===== src/rtl/btn_sw_debounce_if.sv =====
// Pin-side bundle of the button/switch conditioner: raw pins in, clean levels and edge pulses out.
// No handshake: raw pins are free-running levels; every output is a register updated once per clock.
interface btn_sw_debounce_if #(
  parameter int N_BTN = 4,
  parameter int N_SW  = 4
);
  logic [N_BTN-1:0] btn_raw;
  logic [N_BTN-1:0] btn_db;
  logic [N_BTN-1:0] btn_press;
  logic [N_BTN-1:0] btn_release;
  logic [N_SW-1:0]  sw_raw;
  logic [N_SW-1:0]  sw_db;
  logic [N_SW-1:0]  sw_change;

  modport master (
    output btn_raw, sw_raw,
    input  btn_db, btn_press, btn_release, sw_db, sw_change
  );

  modport slave (
    input  btn_raw, sw_raw,
    output btn_db, btn_press, btn_release, sw_db, sw_change
  );
endinterface


===== src/rtl/btn_sw_debounce.sv =====
// Button/switch input conditioner: 2-flop synchroniser plus stable-count debounce per pin,
// with registered clean levels and one-cycle edge pulses.
module btn_sw_debounce #(
  parameter int N_BTN           = 4,
  parameter int N_SW            = 4,
  parameter int DEBOUNCE_CYCLES = 1000000
) (
  input logic CLK100MHZ,
  input logic ck_rst,
  btn_sw_debounce_if.slave io
);
  localparam int N_CH = N_BTN + N_SW;
  localparam int CW   = (DEBOUNCE_CYCLES > 1) ? $clog2(DEBOUNCE_CYCLES) : 1;
  localparam logic [CW-1:0] CNT_MAX = CW'(DEBOUNCE_CYCLES - 1);

  // Buttons occupy the low channel indices, switches the high ones.
  logic [N_CH-1:0] raw;
  logic [N_CH-1:0] db_all;
  logic [N_CH-1:0] rise_all;
  logic [N_CH-1:0] fall_all;

  assign raw = {io.sw_raw, io.btn_raw};

  for (genvar i = 0; i < N_CH; i++) begin : g_ch
    logic          s1;
    logic          s2;
    logic          db;
    logic          rise;
    logic          fall;
    logic [CW-1:0] cnt;

    always_ff @(posedge CLK100MHZ or negedge ck_rst) begin
      if (!ck_rst) begin
        s1   <= 1'b0;
        s2   <= 1'b0;
        db   <= 1'b0;
        rise <= 1'b0;
        fall <= 1'b0;
        cnt  <= '0;
      end else begin
        s1   <= raw[i];
        s2   <= s1;
        rise <= 1'b0;
        fall <= 1'b0;
        if (s2 == db) begin
          cnt <= '0;
        end else if (cnt == CNT_MAX) begin
          // Pulses land in the same cycle the new level appears on db.
          db   <= s2;
          cnt  <= '0;
          rise <= s2;
          fall <= ~s2;
        end else begin
          cnt <= cnt + 1'b1;
        end
      end
    end

    assign db_all[i]   = db;
    assign rise_all[i] = rise;
    assign fall_all[i] = fall;
  end

  assign io.btn_db      = db_all[N_BTN-1:0];
  assign io.btn_press   = rise_all[N_BTN-1:0];
  assign io.btn_release = fall_all[N_BTN-1:0];
  assign io.sw_db       = db_all[N_CH-1:N_BTN];
  assign io.sw_change   = rise_all[N_CH-1:N_BTN] | fall_all[N_CH-1:N_BTN];
endmodule


===== src/flat_wrapper.sv =====
// flat-port wrapper written by rule: the top's interface ports become plain ports
module btn_sw_debounce_flat 
#(
  parameter int N_BTN           = 4,
  parameter int N_SW            = 4,
  parameter int DEBOUNCE_CYCLES = 1000000
)
  (CLK100MHZ, ck_rst, io_btn_raw, io_sw_raw, io_btn_db, io_btn_press, io_btn_release, io_sw_db, io_sw_change);
  btn_sw_debounce_if #(.N_BTN(N_BTN), .N_SW(N_SW)) io_i ();
  input logic CLK100MHZ;
  input logic ck_rst;
  input wire logic [$bits(io_i.btn_raw)-1:0] io_btn_raw;
  input wire logic [$bits(io_i.sw_raw)-1:0] io_sw_raw;
  output wire logic [$bits(io_i.btn_db)-1:0] io_btn_db;
  output wire logic [$bits(io_i.btn_press)-1:0] io_btn_press;
  output wire logic [$bits(io_i.btn_release)-1:0] io_btn_release;
  output wire logic [$bits(io_i.sw_db)-1:0] io_sw_db;
  output wire logic [$bits(io_i.sw_change)-1:0] io_sw_change;
  assign io_i.btn_raw = io_btn_raw;
  assign io_i.sw_raw = io_sw_raw;
  assign io_btn_db = io_i.btn_db;
  assign io_btn_press = io_i.btn_press;
  assign io_btn_release = io_i.btn_release;
  assign io_sw_db = io_i.sw_db;
  assign io_sw_change = io_i.sw_change;
  btn_sw_debounce #(.N_BTN(N_BTN), .N_SW(N_SW), .DEBOUNCE_CYCLES(DEBOUNCE_CYCLES)) u_core (.CLK100MHZ(CLK100MHZ), .ck_rst(ck_rst), .io(io_i));
endmodule

===== config.mk =====
export PLATFORM = sky130hd
export DESIGN_NAME = btn_sw_debounce_flat
export DESIGN_NICKNAME = d
export VERILOG_FILES = /design/src/rtl/btn_sw_debounce_if.sv /design/src/rtl/btn_sw_debounce.sv /design/src/flat_wrapper.sv
export SDC_FILE = /design/constraint.sdc
export NUM_CORES = 1
export LEC_CHECK = 0
export CAP_MARGIN = 20
export CORE_UTILIZATION = 50
export CTS_CLUSTER_SIZE = 24
export DETAILED_ROUTE_END_ITERATION = 8
export GPL_ROUTABILITY_DRIVEN = 0
export GPL_TIMING_DRIVEN = 0
export PLACE_DENSITY_LB_ADDON = 0.3
export SYNTH_ARGS = -nofsm -noshare
export SYNTH_HDL_FRONTEND = slang
export SYNTH_SLANG_ARGS = --single-unit

===== constraint.sdc =====
create_clock -name CLK100MHZ -period 6.2 [get_ports CLK100MHZ]
set_input_delay 0.93 -clock CLK100MHZ [delete_from_list [all_inputs] [get_ports CLK100MHZ]]
set_output_delay 0.93 -clock CLK100MHZ [all_outputs]
set_load 0.005 [all_outputs]

==> reports/qor.yml, run 1 <==
status: "finished, final reports clean"
ir_worst_vdd_uv: 217.1
syn_area_per_cell_um2: 10.29
antenna_found_initial: 0
final_layout_size_suffix_gt1_share_pct: 7.873
drtIter0Drc: 404
synth_cells: 916
die_w_um: 139.3
required_ps: 5270
async_reset_ff_share_pct: 100.0
core_area_mm2: 0.01821
clk_path_buf_depth: 2
clock-root-buffer: "clkbuf_16"
wl_per_cell_um: 13.92
start_util_pct: 51.78
synth_edf_count: 0
ant_nets: 0
syn_area_mm2: 0.009428
cts_tree: "done"
ios: 30
clk_latency_ps: 440
multi_input_area_mm2: 0.004149
criticalPathCategory: "reg2out"
post-dp-hpwl_um: 10920
yosys_warnings: 0
grt_pass1_vias: 6655
p_per_area_mw_per_mm2: 241.4
layout.area.seq_mm2: 0.005005
numClockSinks: 200
syn-num-nets: 934
die-area_mm2: 0.01941
io_buffer_count: 29
die_h_um: 139.3
grt-ovfl-total: 0
fp-row-count: 49
critPathLaunchType: "register"
track_usage_pct: 19.10
final_common_cell: "dfrtp_1"
crit_arrival_ps: 1550
report.power.total_w: 0.002574
nFillCells: 1514
clock.fmax_mhz: 403.4
synth_top_flop_cell: "dfrtp_1"
yosysSeqAreaShare_pct: 53.09
syn2layout_area_growth_pct: 13.07
drt-pass1-iter-count: 5
cts_resized: 0
worst_clock_skew_ps: 7.471
fin_ws_ps: 3721
grt_pass1_wl_um: 30360
synth.distinct_cells: 47
finalHoldViolCount: 0
nets: 983
grt_max_degree: 119
htreeDepth: 4
pre_cts_ws_ps: 3766
clk_pin_slew_ps: 70
rsz0062_at_grt: "no"
period_share_pct: 39.98
viasPerCell: 5.613
setup_viol: 0
worstPathMaxFanout: 1
hold_path_class: "reg2reg"
final_cell_mix: "dfrtp_1 (200), nor2_1 (157), xnor2_1 (97)"
drc_errors: 0
finalSetupTns_ps: 0
final_util_pct: 58.54
fin_crit_ps: 2479
slew_viol_final: 0
p_leak_nw: 4.279
vias: 6775
num_antenna_cells: 0
ys_seq_elements: 200
totalWireLength_um: 16810
cts_inserted_buffers: 17
cts_setup_buffers: 0
max_cap_viol_count: 0
cp-end-kind: "output pin"
slew_headroom_pct: 37.47
cts_hold_buf: 0
worst_pin_slew_ps: 927.8
==> final cells by class <==
type                       instances  area share, %
timing repair buffer              30          3.028
clock buffer                      23          4.577
multi-input combinational        660          38.92
clock inverter                     9          1.268
inverter                          28         0.9859
tap                              229          2.688
sequential                       200          46.95
buffer                            28          1.585
==> cell families after synthesis <==
family / count (synthesis) / synth area share (%)
and+or+nand+nor: 461 / 25.76
DFF: 200 / 53.09
xor gates and xnor gates: 124 / 11.52
buffers and inverters: 56 / 2.906
AOI/OAI and AO/OA: 54 / 4.101
muxes: 13 / 1.566
adders and majority gates: 8 / 1.062
==> report_power, final <==
group	switching (W)	internal [W]	leakage [nW]
sequential	0.0000166	0.00132	2.74
clock	0.000477	0.000682	0.309
combinational	0.0000523	0.0000239	1.23
==> per-layer routing <==
layer  track usage (%)  up-vias  share of wire [%]
li1                  -     3327                  -
met3             3.751       22                2.5
met4             7.251        0                1.6
met5                 0        -                  0
met1             25.21     3349                 48
met2             31.24       77                 47
==> per-stage QoR <==
| stage | cells | area (µm²) | hold WS [ps] |
|---|---|---|---|
| 6_report | 1207 | 10660 | 346.8 |
| 5_1_grt | 1207 | 10660 | 355.4 |
| 4_1_cts | 1207 | 10660 | 351.2 |
| 3_5_place_dp | 1175 | 10040 | 335.5 |
| 3_3_place_gp | 1174 | 10000 | 331.6 |
| 2_1_floorplan | 916 | 9428 | 331.2 |
==> flip-flops by register name, summed over array words and instances (netlist names) <==
signal / cells
u_core.g_ch.db: 8
u_core.g_ch.s1: 8
u_core.g_ch.s2: 8
u_core.g_ch.fall: 8
u_core.g_ch.rise: 8
u_core.g_ch.cnt: 160
==> critical path, stage by stage (launching register included) <==
cell and delay [ps]:
dfrtp_1 360, or2_2 310, clkdlybuf4s50_1 450
==> worst paths after layout <==
| check | from | end | slack, ps | cells past startpoint |
|---|---|---|---|---|
| max | u_core.g_ch[6].fall | io_sw_change[2] | 3720 | 2 |
| min | u_core.g_ch[2].s1 | u_core.g_ch[2].s2 | 350 | 0 |
| max reg2reg | u_core.g_ch[4].cnt[11] | u_core.g_ch[4].cnt[7] | 3740 | 6 |
| min reg2reg | u_core.g_ch[2].s1 | u_core.g_ch[2].s2 | 350 | 0 |
| max in group asynchronous | ck_rst | u_core.g_ch[6].cnt[1] | 4810 | 2 |
| min in group asynchronous | ck_rst | u_core.g_ch[3].fall | 450 | 1 |
==> synthesized netlist by cell type, types with 3 or more instances <==
cell type  number  area [µm²]
and3_1         27       168.9
xor2_1         27       236.5
or4_1           8       60.06
mux2i_1         5       50.05
a21oi_1        16       80.08
o31ai_2         3       37.54
nor2_1        157       589.3
buf_2           3       15.01
o221ai_1        8       70.07
xnor2_1        97       849.6
or2_2           4       25.02
clkbuf_1        9       33.78
nand2_1        37       138.9
and2_1          7       43.79
nor4b_1         8       70.07
dfrtp_1       200        5005
nor3_1         33       165.2
nand4_1        40       250.2
buf_4          16       120.1
nand3_1        46       230.2
nand4b_1        9       78.83
nand3b_1        4       30.03
ha_1            8       100.1
mux2_2          6       67.56
nor4_1         41       256.5
inv_1          28       105.1
a211oi_1        4       30.03
and4_1          4       35.03
or3_1           6       37.54
nor3b_1        16       120.1
o21ai_0        11       55.05
o2111a_1        4       45.04
No activity file was read; power rests on OpenSTA's default activity.
==> inputs of run 2 (changes only) <==
==> constraint.sdc (replaced) <==
create_clock -name CLK100MHZ -period 2.2 [get_ports CLK100MHZ]
set_input_delay 0.33 -clock CLK100MHZ [delete_from_list [all_inputs] [get_ports CLK100MHZ]]
set_output_delay 0.33 -clock CLK100MHZ [all_outputs]
set_load 0.005 [all_outputs]
==> run 2 against run 1 <==
- sequential power increased to 2.8 times the previous value
- register-to-register slack got worse by 3700 ps
- core utilization increased by 1.3 points
- critical path type is now reg2reg
- critical path depth increased by 2
- clock power increased to 2.8 times the previous value
- critical endpoint is now u_core.g_ch[3].db
- largest cell class unchanged
- design area increased by 2.3%
- largest power group unchanged
==> reports/qor.yml, run 2 (synthesis gave the netlist of run 1 again) <==
status: "finished, final reports clean"
drt-pass1-iter-count: 6
holdWs_ps: 328.6
hold_path_class: "in2reg"
critPathLaunchType: "register"
grt_max_degree: 119
cp-end-kind: "register"
fin_crit_ps: 2186
cp_cell_sequence: "or4b_1 > or4_4 > or2_4 > mux2_4"
antenna_found_initial: 0
cts_tree: "done"
worst_clock_skew_ps: 6.710
clk_latency_ps: 430
nFillCells: 1475
p_comb_share_pct: 3.2
top_register: "u_core.g_ch.cnt"
cp_num_buf_inv: 0
numClockSinks: 200
post-dp-hpwl_um: 10920
clock.fmax_mhz: 457.4
multi_input_area_mm2: 0.004252
grt-ovfl-total: 0
switchingPower_w: 0.001542
final_cell_mix: "dfrtp_1 (199), nor2_1 (157), xnor2_1 (97)"
drc_errors: 0
cp_slowest_cell: "or4b_1"
ir_worst_vdd_uv: 605.5
final_layout_size_suffix_gt1_share_pct: 10.45
worst_pin_slew_ps: 696.3
htreeDepth: 4
p_clk_share_pct: 44.9
worstPathMaxFanout: 5
grt_pass1_vias: 6698
ant_nets: 0
p_per_area_mw_per_mm2: 666.8
syn2layout_area_growth_pct: 15.66
vias: 6874
seq_power_share_pct: 51.9
die_w_um: 139.3
totalWireLength_um: 17270
clk_pin_slew_ps: 70
num_antenna_cells: 0
pre_cts_ws_ps: -233.9
period_share_pct: 99.37
nets: 1000
clock-root-buffer: "clkbuf_16"
grt_pass1_wl_um: 30660
critical-path-max-stage-delay_ps: 550
io_buffer_count: 29
finalSetupTns_ps: 0
viasPerCell: 5.616
track_usage_pct: 19.30
final_common_cell: "dfrtp_1"
criticalPathCategory: "reg2reg"
core_area_mm2: 0.01821
slew_headroom_pct: 53.22
cts_inserted_buffers: 17
die-area_mm2: 0.01941
clk_path_buf_depth: 2
finalHoldViolCount: 0
crit_family: "simple AND/OR/NAND/NOR gates"
largest_reg_flops: 160
wl_per_cell_um: 14.11
switching_share_pct: 21.21
max_cap_viol_count: 0
drtIter0Drc: 498
setup_viol: 0
fp-row-count: 49
die_h_um: 139.3
crit_arrival_ps: 2500
ios: 30
start_util_pct: 51.78
required_ps: 2520
p_leak_nw: 4.412
fin_ws_ps: 13.81
intPower_w: 0.005728
slew_viol_final: 0
layout.area.seq_mm2: 0.005006
==> run 2: changes by cell type in the layout (fill, tap and decap cells not counted), sizes merged <==
cell         before  now
dlygate4sd3       0    1
buf              21   37
==> run 2: final cells by class <==
class,count,area share (%)
Multi-Input combinational cell,660,38.99
Timing Repair Buffer,47,4.154
Tap cell,229,2.628
Sequential cell,200,45.91
Buffer,28,1.641
Inverter,28,0.9639
Clock inverter,9,1.239
Clock buffer,23,4.475
==> run 2: layer usage <==
metal	vias to the layer above	global-route usage (%)	wire length (µm)
li1	3365	-	-
met1	3397	25.51	8265
met2	93	31.55	8329
met3	19	3.648	405
met4	0	7.544	269
met5	-	0	0
==> run 2: worst register-to-register path, stage by stage (launching register included) <==
cell	delay, ps
dfrtp_1	400
or4b_1	550
or4_4	540
or2_4	280
mux2_4	290
==> run 2: path summary, 6_finish.rpt <==
check                                  startpoint                     end  slack [ps]  depth (start not counted)
max                        u_core.g_ch[3].cnt[15]       u_core.g_ch[3].db          10                          4
min                                  io_sw_raw[1]       u_core.g_ch[5].s1         330                          1
max reg2reg                u_core.g_ch[3].cnt[15]       u_core.g_ch[3].db          10                          4
min reg2reg                     u_core.g_ch[2].s1       u_core.g_ch[2].s2         350                          0
max in group asynchronous                  ck_rst  u_core.g_ch[5].cnt[13]         780                          3
min in group asynchronous                  ck_rst     u_core.g_ch[3].fall         460                          2
==> run 2: timing repair <==
item | 4_1_cts | 5_1_grt
setup buffers | 4 | 12
hold buffers | 1 | 0
endpoints found under the hold margin | 82 | 0
setup endpoints to repair | 81 | 70
cloned | 0 | 0
pin swaps | 2 | 7
resized for setup | 14 | 11
==> run 2: stage by stage <==
stage               total power, W  cell area, µm²  utilization (%)  instances
floorplan                 0.003928            9428                -        916
global placement          0.004055           10000            54.94       1174
detailed placement        0.004064           10040            55.12       1175
CTS                       0.007353           10780            59.22       1212
global route              0.007550           10900            59.88       1224
finish                    0.007271           10900            59.88       1224
==> run 2: power groups by stage <==
stage	Clock [W]	Combinational (W)	Sequential, W
floorplan	0	0.0000961	0.00383
global placement	0	0.000212	0.00384
detailed placement	0	0.000222	0.00384
CTS	0.00334	0.000236	0.00377
global route	0.00350	0.000273	0.00378
finish	0.00326	0.000234	0.00378
==> inputs of run 3 (changes only) <==
--- a/config.mk
+++ b/config.mk
@@ -6,7 +6,10 @@
 export NUM_CORES = 1
 export LEC_CHECK = 0
 export CAP_MARGIN = 20
-export CORE_UTILIZATION = 50
+export CELL_PAD_IN_SITES_DETAIL_PLACEMENT = 0
+export CELL_PAD_IN_SITES_GLOBAL_PLACEMENT = 1
+export CORE_MARGIN = 2
+export CORE_UTILIZATION = 44
 export CTS_CLUSTER_SIZE = 24
 export DETAILED_ROUTE_END_ITERATION = 8
 export GPL_ROUTABILITY_DRIVEN = 0
@@ -15,3 +18,4 @@
 export SYNTH_ARGS = -nofsm -noshare
 export SYNTH_HDL_FRONTEND = slang
 export SYNTH_SLANG_ARGS = --single-unit
+export TNS_END_PERCENT = 30
==> run 3 against run 2 <==
- first-iteration DRC count fell by 40%
- maximum frequency is 0.72% higher
- design area shrank 0.84%
- combinational power about the same
- sequential share of layout area rose by 0.39 points
- clock skew rose by 5.5 ps
- highest routed layer unchanged
==> reports/qor.yml, run 3 (synthesis gave the netlist of run 1 again) <==
grt-ovfl-total: 0
cp_cell_sequence: "or4b_1 > or4_4 > or2_4 > mux2_4"
r2r_slack_ps: 30
grt_pass1_vias: 6465
final_util_pct: 51.44
clock-root-buffer: "clkbuf_16"
p_per_area_mw_per_mm2: 646.4
hold_start: "io_btn_raw[2]"
hold_depth: 1
drc_errors: 0
p_leak_nw: 4.318
worst_clock_skew_ps: 12.17
seq_power_share_pct: 54.0
cts_tree: "done"
drt-pass1-iter-count: 4
top_register: "u_core.g_ch.cnt"
ant_nets: 0
syn2layout_area_growth_pct: 14.69
r2r_cells: 4
final_common_cell: "dfrtp_1"
reg2reg_to: "u_core.g_ch[1].db"
critical-path-max-stage-delay_ps: 540
p_comb_share_pct: 3.3
viasPerCell: 5.235
worstPathMaxFanout: 5
grt_max_degree: 103
layout.area.seq_mm2: 0.005006
post-dp-hpwl_um: 11350
clk_latency_ps: 430
wl_per_cell_um: 13.94
report.power.total_w: 0.006989
max_cap_viol_count: 0
cp-end-kind: "register"
cp_num_buf_inv: 0
intPower_w: 0.005380
crit_arrival_ps: 2480
antenna_found_initial: 0
critPathLaunchType: "register"
multi_input_area_mm2: 0.004260
criticalPathCategory: "reg2reg"
cts_inserted_buffers: 17
totalWireLength_um: 17530
drtIter0Drc: 301
numClockSinks: 200
fin_crit_ps: 2171
die_h_um: 150.4
slew_headroom_pct: 50.07
largest_reg_flops: 160
holdWs_ps: 334.4
min_to: "u_core.g_ch[2].s1"
final_layout_size_suffix_gt1_share_pct: 9.776
ios: 30
startpoint: "u_core.g_ch[1].cnt[15]"
fp-row-count: 53
clk_pin_slew_ps: 80
period_share_pct: 98.66
final_cell_mix: "dfrtp_1 (199), nor2_1 (157), xnor2_1 (97)"
switchingPower_w: 0.001609
die-area_mm2: 0.02261
required_ps: 2510
crit_family: "simple AND/OR/NAND/NOR gates"
track_usage_pct: 16.67
cp_slowest_cell: "or4_4"
io_buffer_count: 29
num_antenna_cells: 0
status: "finished, final reports clean"
nets: 987
nFillCells: 1918
clk_path_buf_depth: 2
finalHoldViolCount: 0
grt_pass1_wl_um: 30870
hold_path_class: "in2reg"
vias: 6581
core_area_mm2: 0.02102
switching_share_pct: 23.03
p_clk_share_pct: 42.7
rr_startpoint: "u_core.g_ch[1].cnt[15]"
setup_viol: 0
slew_viol_final: 0
ir_worst_vdd_uv: 507.5
instances_no_fill: 1257
die_w_um: 150.4
start_util_pct: 44.85
clock.fmax_mhz: 460.7
htreeDepth: 4
rsz0062_at_grt: "yes"
worst_pin_slew_ps: 749.0
dp.cells: 1221
run 3: worst max path at each step:
stage / depth (start not counted) / endpoint / slack, ps
after CTS: 4 / u_core.g_ch[1].db / 20
final: 4 / u_core.g_ch[1].db / 30
after global routing: 4 / u_core.g_ch[3].db / -10
after detailed placement: 6 / u_core.g_ch[4].cnt[11] / -310
after floorplan: 4 / u_core.g_ch[1].db / 80
after global placement: 1 / u_core.g_ch[7].cnt[4] / -7790
run 3: layout make-up:
| cell class | instances | area share (%) |
|---|---|---|
| Clock buffer | 19 | 4.004 |
| Clock inverter | 13 | 1.134 |
| Timing Repair Buffer | 34 | 3.286 |
| Buffer | 28 | 1.724 |
| Inverter | 28 | 0.9720 |
| Tap cell | 275 | 3.182 |
| Sequential cell | 200 | 46.30 |
| Multi-Input combinational cell | 660 | 39.40 |
run 3: through the flow:
step                setup WS, ps  area [µm²]  setup TNS, ps
floorplan                  76.49        9428              0
global placement           -7788       10060       -1564020
detailed placement        -305.9       10090         -10420
CTS                        17.55       10750              0
global route              -11.42       10810         -26.84
finish                     29.39       10810              0
run 3: repair_timing:
| item | 4_1_cts | 5_1_grt |
|---|---|---|
| endpoints found under the hold margin | 98 | 0 |
| buffers inserted | 1 | 2 |
| hold buffers | 1 | 0 |
| gates resized for setup | 16 | 14 |
| pin swaps | 5 | 3 |
| endpoints found under the setup margin | 73 | 66 |
run 3: layer usage:
layer / vias to the layer above / global-route usage [%] / wire length, µm / part of all wire, %
met3: 10 / 3.152 / 389 / 2.2
met5: - / 0 / 0 / 0
li1: 3335 / - / - / -
met2: 59 / 26.20 / 8122 / 46
met4: 0 / 4.245 / 131 / 0.75
met1: 3177 / 23.86 / 8885 / 51
run 3: power by group through the flow:
stage / Combinational (W) / Clock, W / Sequential (W)
after floorplan: 0.0000961 / 0 / 0.00383
after global placement: 0.000217 / 0 / 0.00385
after detailed placement: 0.000225 / 0 / 0.00384
after CTS: 0.000237 / 0.00309 / 0.00377
after global routing: 0.000271 / 0.00323 / 0.00378
final: 0.000232 / 0.00298 / 0.00377
==> RTL edit 1: new RTL, config.mk and constraints of run 1 <==
`N_BTN` is set to 4 in 3 places; all go to 8.
--- a/src/rtl/btn_sw_debounce_if.sv
+++ b/src/rtl/btn_sw_debounce_if.sv
@@ -1,7 +1,7 @@
 // Pin-side bundle of the button/switch conditioner: raw pins in, clean levels and edge pulses out.
 // No handshake: raw pins are free-running levels; every output is a register updated once per clock.
 interface btn_sw_debounce_if #(
-  parameter int N_BTN = 4,
+  parameter int N_BTN = 8,
   parameter int N_SW  = 4
 );
   logic [N_BTN-1:0] btn_raw;
--- a/src/rtl/btn_sw_debounce.sv
+++ b/src/rtl/btn_sw_debounce.sv
@@ -1,7 +1,7 @@
 // Button/switch input conditioner: 2-flop synchroniser plus stable-count debounce per pin,
 // with registered clean levels and one-cycle edge pulses.
 module btn_sw_debounce #(
-  parameter int N_BTN           = 4,
+  parameter int N_BTN           = 8,
   parameter int N_SW            = 4,
   parameter int DEBOUNCE_CYCLES = 1000000
 ) (
--- a/src/flat_wrapper.sv
+++ b/src/flat_wrapper.sv
@@ -1,7 +1,7 @@
 // flat-port wrapper written by rule: the top's interface ports become plain ports
 module btn_sw_debounce_flat 
 #(
-  parameter int N_BTN           = 4,
+  parameter int N_BTN           = 8,
   parameter int N_SW            = 4,
   parameter int DEBOUNCE_CYCLES = 1000000
 )
Interface: changed (resized io_btn_db, io_btn_press, io_btn_raw and io_btn_release); port bits go from 30 to 46. No check against the original RTL was run, so the function may have changed too.
==> RTL edit 1 against run 1 <==
  * Total power is 61% higher
  * Routed wire length is 54% higher
  * First-iteration DRC count is 35% higher
  * Synthesized area is 51% higher
  * Setup slack worse by 93 ps
  * Sequential share of layout area is 1.0 points lower
  * Final area is 53% higher
  * Sequential cell count is 100 higher
  * Worst hold slack hardly changed
  * Count of clock-buffer cells in the layout is 24 higher
  * Largest power group unchanged
==> RTL edit 1: results (changes against run 1) <==
metric,value,unit,change
grtUsageTotal,18.7,%,-0.40 points
clk_pin_slew,60,ps,
clock_path_buffers,3,,+1
n_antenna_cell,0,,unchanged
first_iter_violations,545,,+35%
holdWs,347,ps,-0.198 ps
fillers,2332,,+54%
nNetsFinal,1511,,+54%
insertion_delay,500,ps,+60 ps
power_leakage,0.00655,uW,+53%
dpl.hpwl,17000,microns,+56%
hold_class,flop to flop,,
rr_worst_depth,5,,-1
wirelength,25900,microns,+54%
min_from,u_core.g_ch[6].s1$_DFF_PN0_,,
synth_compound_area_share,6.77,%,+2.7 points
hold_path_end,u_core.g_ch[6].s2$_DFF_PN0_,,
synthXorXnorAreaFrac,9.36,%,-2.2 points
finalCriticalPeriod,2570,ps,+92.7 ps
cp-startpoint,u_core.g_ch[10].fall$_DFF_PN0_,,
synth_fa_ha_area_share,1.06,%,-0.0061 points
io_buffers,45,,+55%
regMostFlops,u_core.g_ch.cnt,,
cts_setup_buffers,0,,unchanged
clock_skew,10.9,ps,+3.43 ps
dp_slack,3750,ps,-12.6 ps
yosys-top-cells-area,"dfrtp_1 53%, xnor2_1 6.2%, nor2_1 4.7%",,
ir_worst_vdd,0.197,mV,-9.0%
async_flop_share,100,%,unchanged
reg2reg_from,u_core.g_ch[1].cnt[0]$_DFF_PN0_,,
ctsResizeCount,0,,unchanged
max_stage_delay,480,ps,+30 ps
hold_depth,0,,unchanged
dr.pass1.iters,5,,unchanged
worst_path_max_delay_cell,clkdlybuf4s50_1,,
drive_gt1_share,8.89,%,+1.0 points
reg2reg_to,u_core.g_ch[1].cnt[12]$_DFF_PN0_,,
run_status,completed,,
synth_cell_types,50,,+6.4%
antenna_found_initial,0,,unchanged
vias,10300,,+52%
ys.warnings.count,0,,unchanged
synth_top_cells_by_count,"300 x dfrtp_1, 179 x nor2_1, 101 x xnor2_1",,
numCtsBuffers,34,,+17
h-tree-depth,2,,-2
yosysMostFrequentCell,dfrtp_1,,
cts_root_buf,clkbuf_16,,
grt_pass1_wl,46200,microns,+52%
crit_fanout,1,,unchanged
synth_nets,1428,,+53%
synthMuxAreaShare,1.17,%,-0.40 points
tightest_slew,970,ps,+42.3 ps
largest_reg_flops,240,,+50%
worstPathArrival,1640,ps,+90 ps
ys_seq_area_share,52.8,%,-0.31 points
grt_max_degree,111,,-6.7%
ys.flop_type,dfrtp_1,,
==> RTL edit 1: layout make-up <==
class | count | area [sq um] | share of cell area, %
multi-input cells | 1006 | 6230 | 38.1
clock inverters | 11 | 139 | 0.850
plain buffers | 62 | 357 | 2.18
inverters | 34 | 128 | 0.781
well taps | 378 | 473 | 2.90
repair buffers | 47 | 510 | 3.12
flip-flops and latches | 300 | 7510 | 46.0
clock buffers | 47 | 991 | 6.07
==> RTL edit 1: worst max-delay path by stage <==
stage,to,cells past startpoint
final,io_sw_change[2],2
after CTS,io_sw_change[2],2
after detailed placement,u_core.g_ch[1].cnt[12]$_DFF_PN0_,5
after floorplan,u_core.g_ch[8].db$_DFFE_PN0P_,4
after global placement,u_core.g_ch[2].cnt[3]$_DFF_PN0_,1
after global routing,u_core.g_ch[1].cnt[10]$_DFF_PN0_,5
==> RTL edit 1: cell families (layout without fill, tap and decap cells) <==
kind of cell,after synthesis,after routing
fa+ha+maj,12,12
flops,300,300
xor+xnor,152,152
compound gates,158,158
simple gates,670,670
mux,14,14
buf+inv,96,201
==> RTL edit 1: critical path, delay by kind of cell, from the launching register on <==
family        cells  cell delay (ps)
buf+inv           1              480
flops             1              360
simple gates      1              310
==> RTL edit 1: through the flow <==
stage	area [sq um]	util, %	power [uW]	std cells
floorplan	14200	-	2090	1402
global placement	15100	54.4	2160	1825
detailed placement	15200	54.6	2170	1827
CTS	16300	58.6	4200	1885
global route	16300	58.6	4290	1885
finish	16300	58.6	4140	1885
==> RTL edit 1: where the power goes <==
| part | leakage [uW] | total (uW) | switching [uW] | internal [uW] |
|---|---|---|---|---|
| combinational | 0.00189 | 118 | 80.0 | 37.8 |
| sequential | 0.00411 | 2010 | 25.6 | 1990 |
| clock | 0.000554 | 2010 | 767 | 1240 |
==> RTL edit 1: layer usage <==
layer,track usage [%],up-vias,wire [microns]
met3,2.61,38,760
li1,-,5131,-
met4,5.33,0,470
met5,0,-,0
met1,24.5,5021,12200
met2,32.3,121,12400
==> RTL edit 2: new RTL, settings of run 1 <==
Without the edit above. Reset style: synchronous (`ck_rst`), changed in one clocked block.
--- a/src/rtl/btn_sw_debounce.sv
+++ b/src/rtl/btn_sw_debounce.sv
@@ -29,7 +29,7 @@
     logic          fall;
     logic [CW-1:0] cnt;
 
-    always_ff @(posedge CLK100MHZ or negedge ck_rst) begin
+    always_ff @(posedge CLK100MHZ) begin
       if (!ck_rst) begin
         s1   <= 1'b0;
         s2   <= 1'b0;
Behaviour: same outputs for any inputs over 10 cycles, from zero or initial values and one cycle with ck_rst low; that may be too few to reach the edited logic, so the function may still have changed.
==> RTL edit 2 against run 1 <==
  * Routed wire length fell by 3.0%
  * Final cell count rose by 4.6%
  * Setup slack got worse by 8.4 ps
  * Synthesized area fell by 7.9%
  * Sequential cell count did not move
  * Synthesized cell count rose by 7.2%
  * Global-route usage rose by 0.073 points
  * Non-clock buffer count rose by 15
  * Register-to-register slack improved by 270 ps
  * Final area fell by 6.4%
Power is not compared: it rests on default switching activity, and its combinational part moved more than twofold at a synthesized area within 25%.
==> RTL edit 2: results (changes against run 1) <==
metric,value,unit,change
crit_fanout,10,,+9
reg2reg_from,u_core.g_ch[2].cnt[0]$_SDFF_PP0_,,
cp-startpoint,ck_rst,,
multi_input_gates,700,,+6.1%
ys.flop_type,dfxtp_1,,
synth_top_cells_by_count,"200 x dfxtp_1, 129 x nor2_1, 57 x nand3_1, 57 x xnor2_1, 54 x a21oi_1",,
grtUsageMet2,31.6,%,+0.40 points
run_status,completed,,
signal_buffers,73,,+26%
grtUsageTotal,19.2,%,+0.073 points
layout.nonclk_buf_share,5.49,%,+0.88 points
clock_area_share,7.35,%,+1.5 points
wl_per_cell,12.9,microns,-7.3%
synth_nets,1000,,+7.1%
dpl.hpwl,11100,microns,+1.9%
yosys-top-cells-area,"dfxtp_1 46%, xnor2_1 5.8%, nor2_1 5.6%",,
async_flop_share,0,%,-100 points
max_stage_delay,740,ps,+290 ps
ff2ff_setup_slack,4010,ps,+270 ps
ys_seq_area_share,46.1,%,-7.0 points
crit_path_end,u_core.g_ch[4].cnt[19]$_SDFF_PP0_,,
fillers,1460,,-3.6%
drive_gt1_share,7.19,%,-0.68 points
hold_depth,1,,+1
min_from,u_core.g_ch[7].s1$_SDFF_PN0_,,
worstPathArrival,2840,ps,+1290 ps
vias,6861,,+1.3%
seq_area_share,40.1,%,-6.8 points
use_met1,24.3,%,-0.96 points
first_iter_violations,304,,-25%
grtUsageMet3,3.96,%,+0.21 points
tightest_slew,675,ps,-253 ps
wl_met3,441,microns,+5.0%
hold_path_end,u_core.g_ch[7].s2$_SDFF_PN0_,,
synth_cell_types,41,,-13%
wirelength_met1,7910,microns,-2.8%
clock_skew,8.85,ps,+1.38 ps
==> RTL edit 2: cell types whose count changed in the layout (fill, tap and decap cells not counted), sizes merged, moves of 15 or more <==
cell	delta
a21oi	+38
and2	+17
and3	-16
dfrtp	-200
dfxtp	+200
nor2	-28
nor3b	-15
nor4	-22
o21ai	+20
o31ai	+16
or3	+25
or4	+27
xnor2	-40
xor2	+20
==> RTL edit 2: through the flow <==
stage	setup WS (ps)	power, uW	cell area [sq um]	utilization, %	cells
3_5_place_dp	3220	1360	9250	55.2	1231
3_3_place_gp	3240	1360	9250	55.2	1231
5_1_grt	3540	2750	9980	59.5	1263
4_1_cts	3680	2700	9980	59.5	1263
2_1_floorplan	4250	1340	8680	-	982
6_report	3710	2670	9980	59.5	1263
==> RTL edit 2: cell families (layout without fill, tap and decap cells) <==
logic type	after synthesis	in the layout	share of synthesized area, %
simple gates	468	468	29.5
flops	200	200	46.1
compound gates	120	120	8.09
xor+xnor	104	104	10.5
buf+inv	82	143	4.61
fa+ha+maj	8	8	1.15
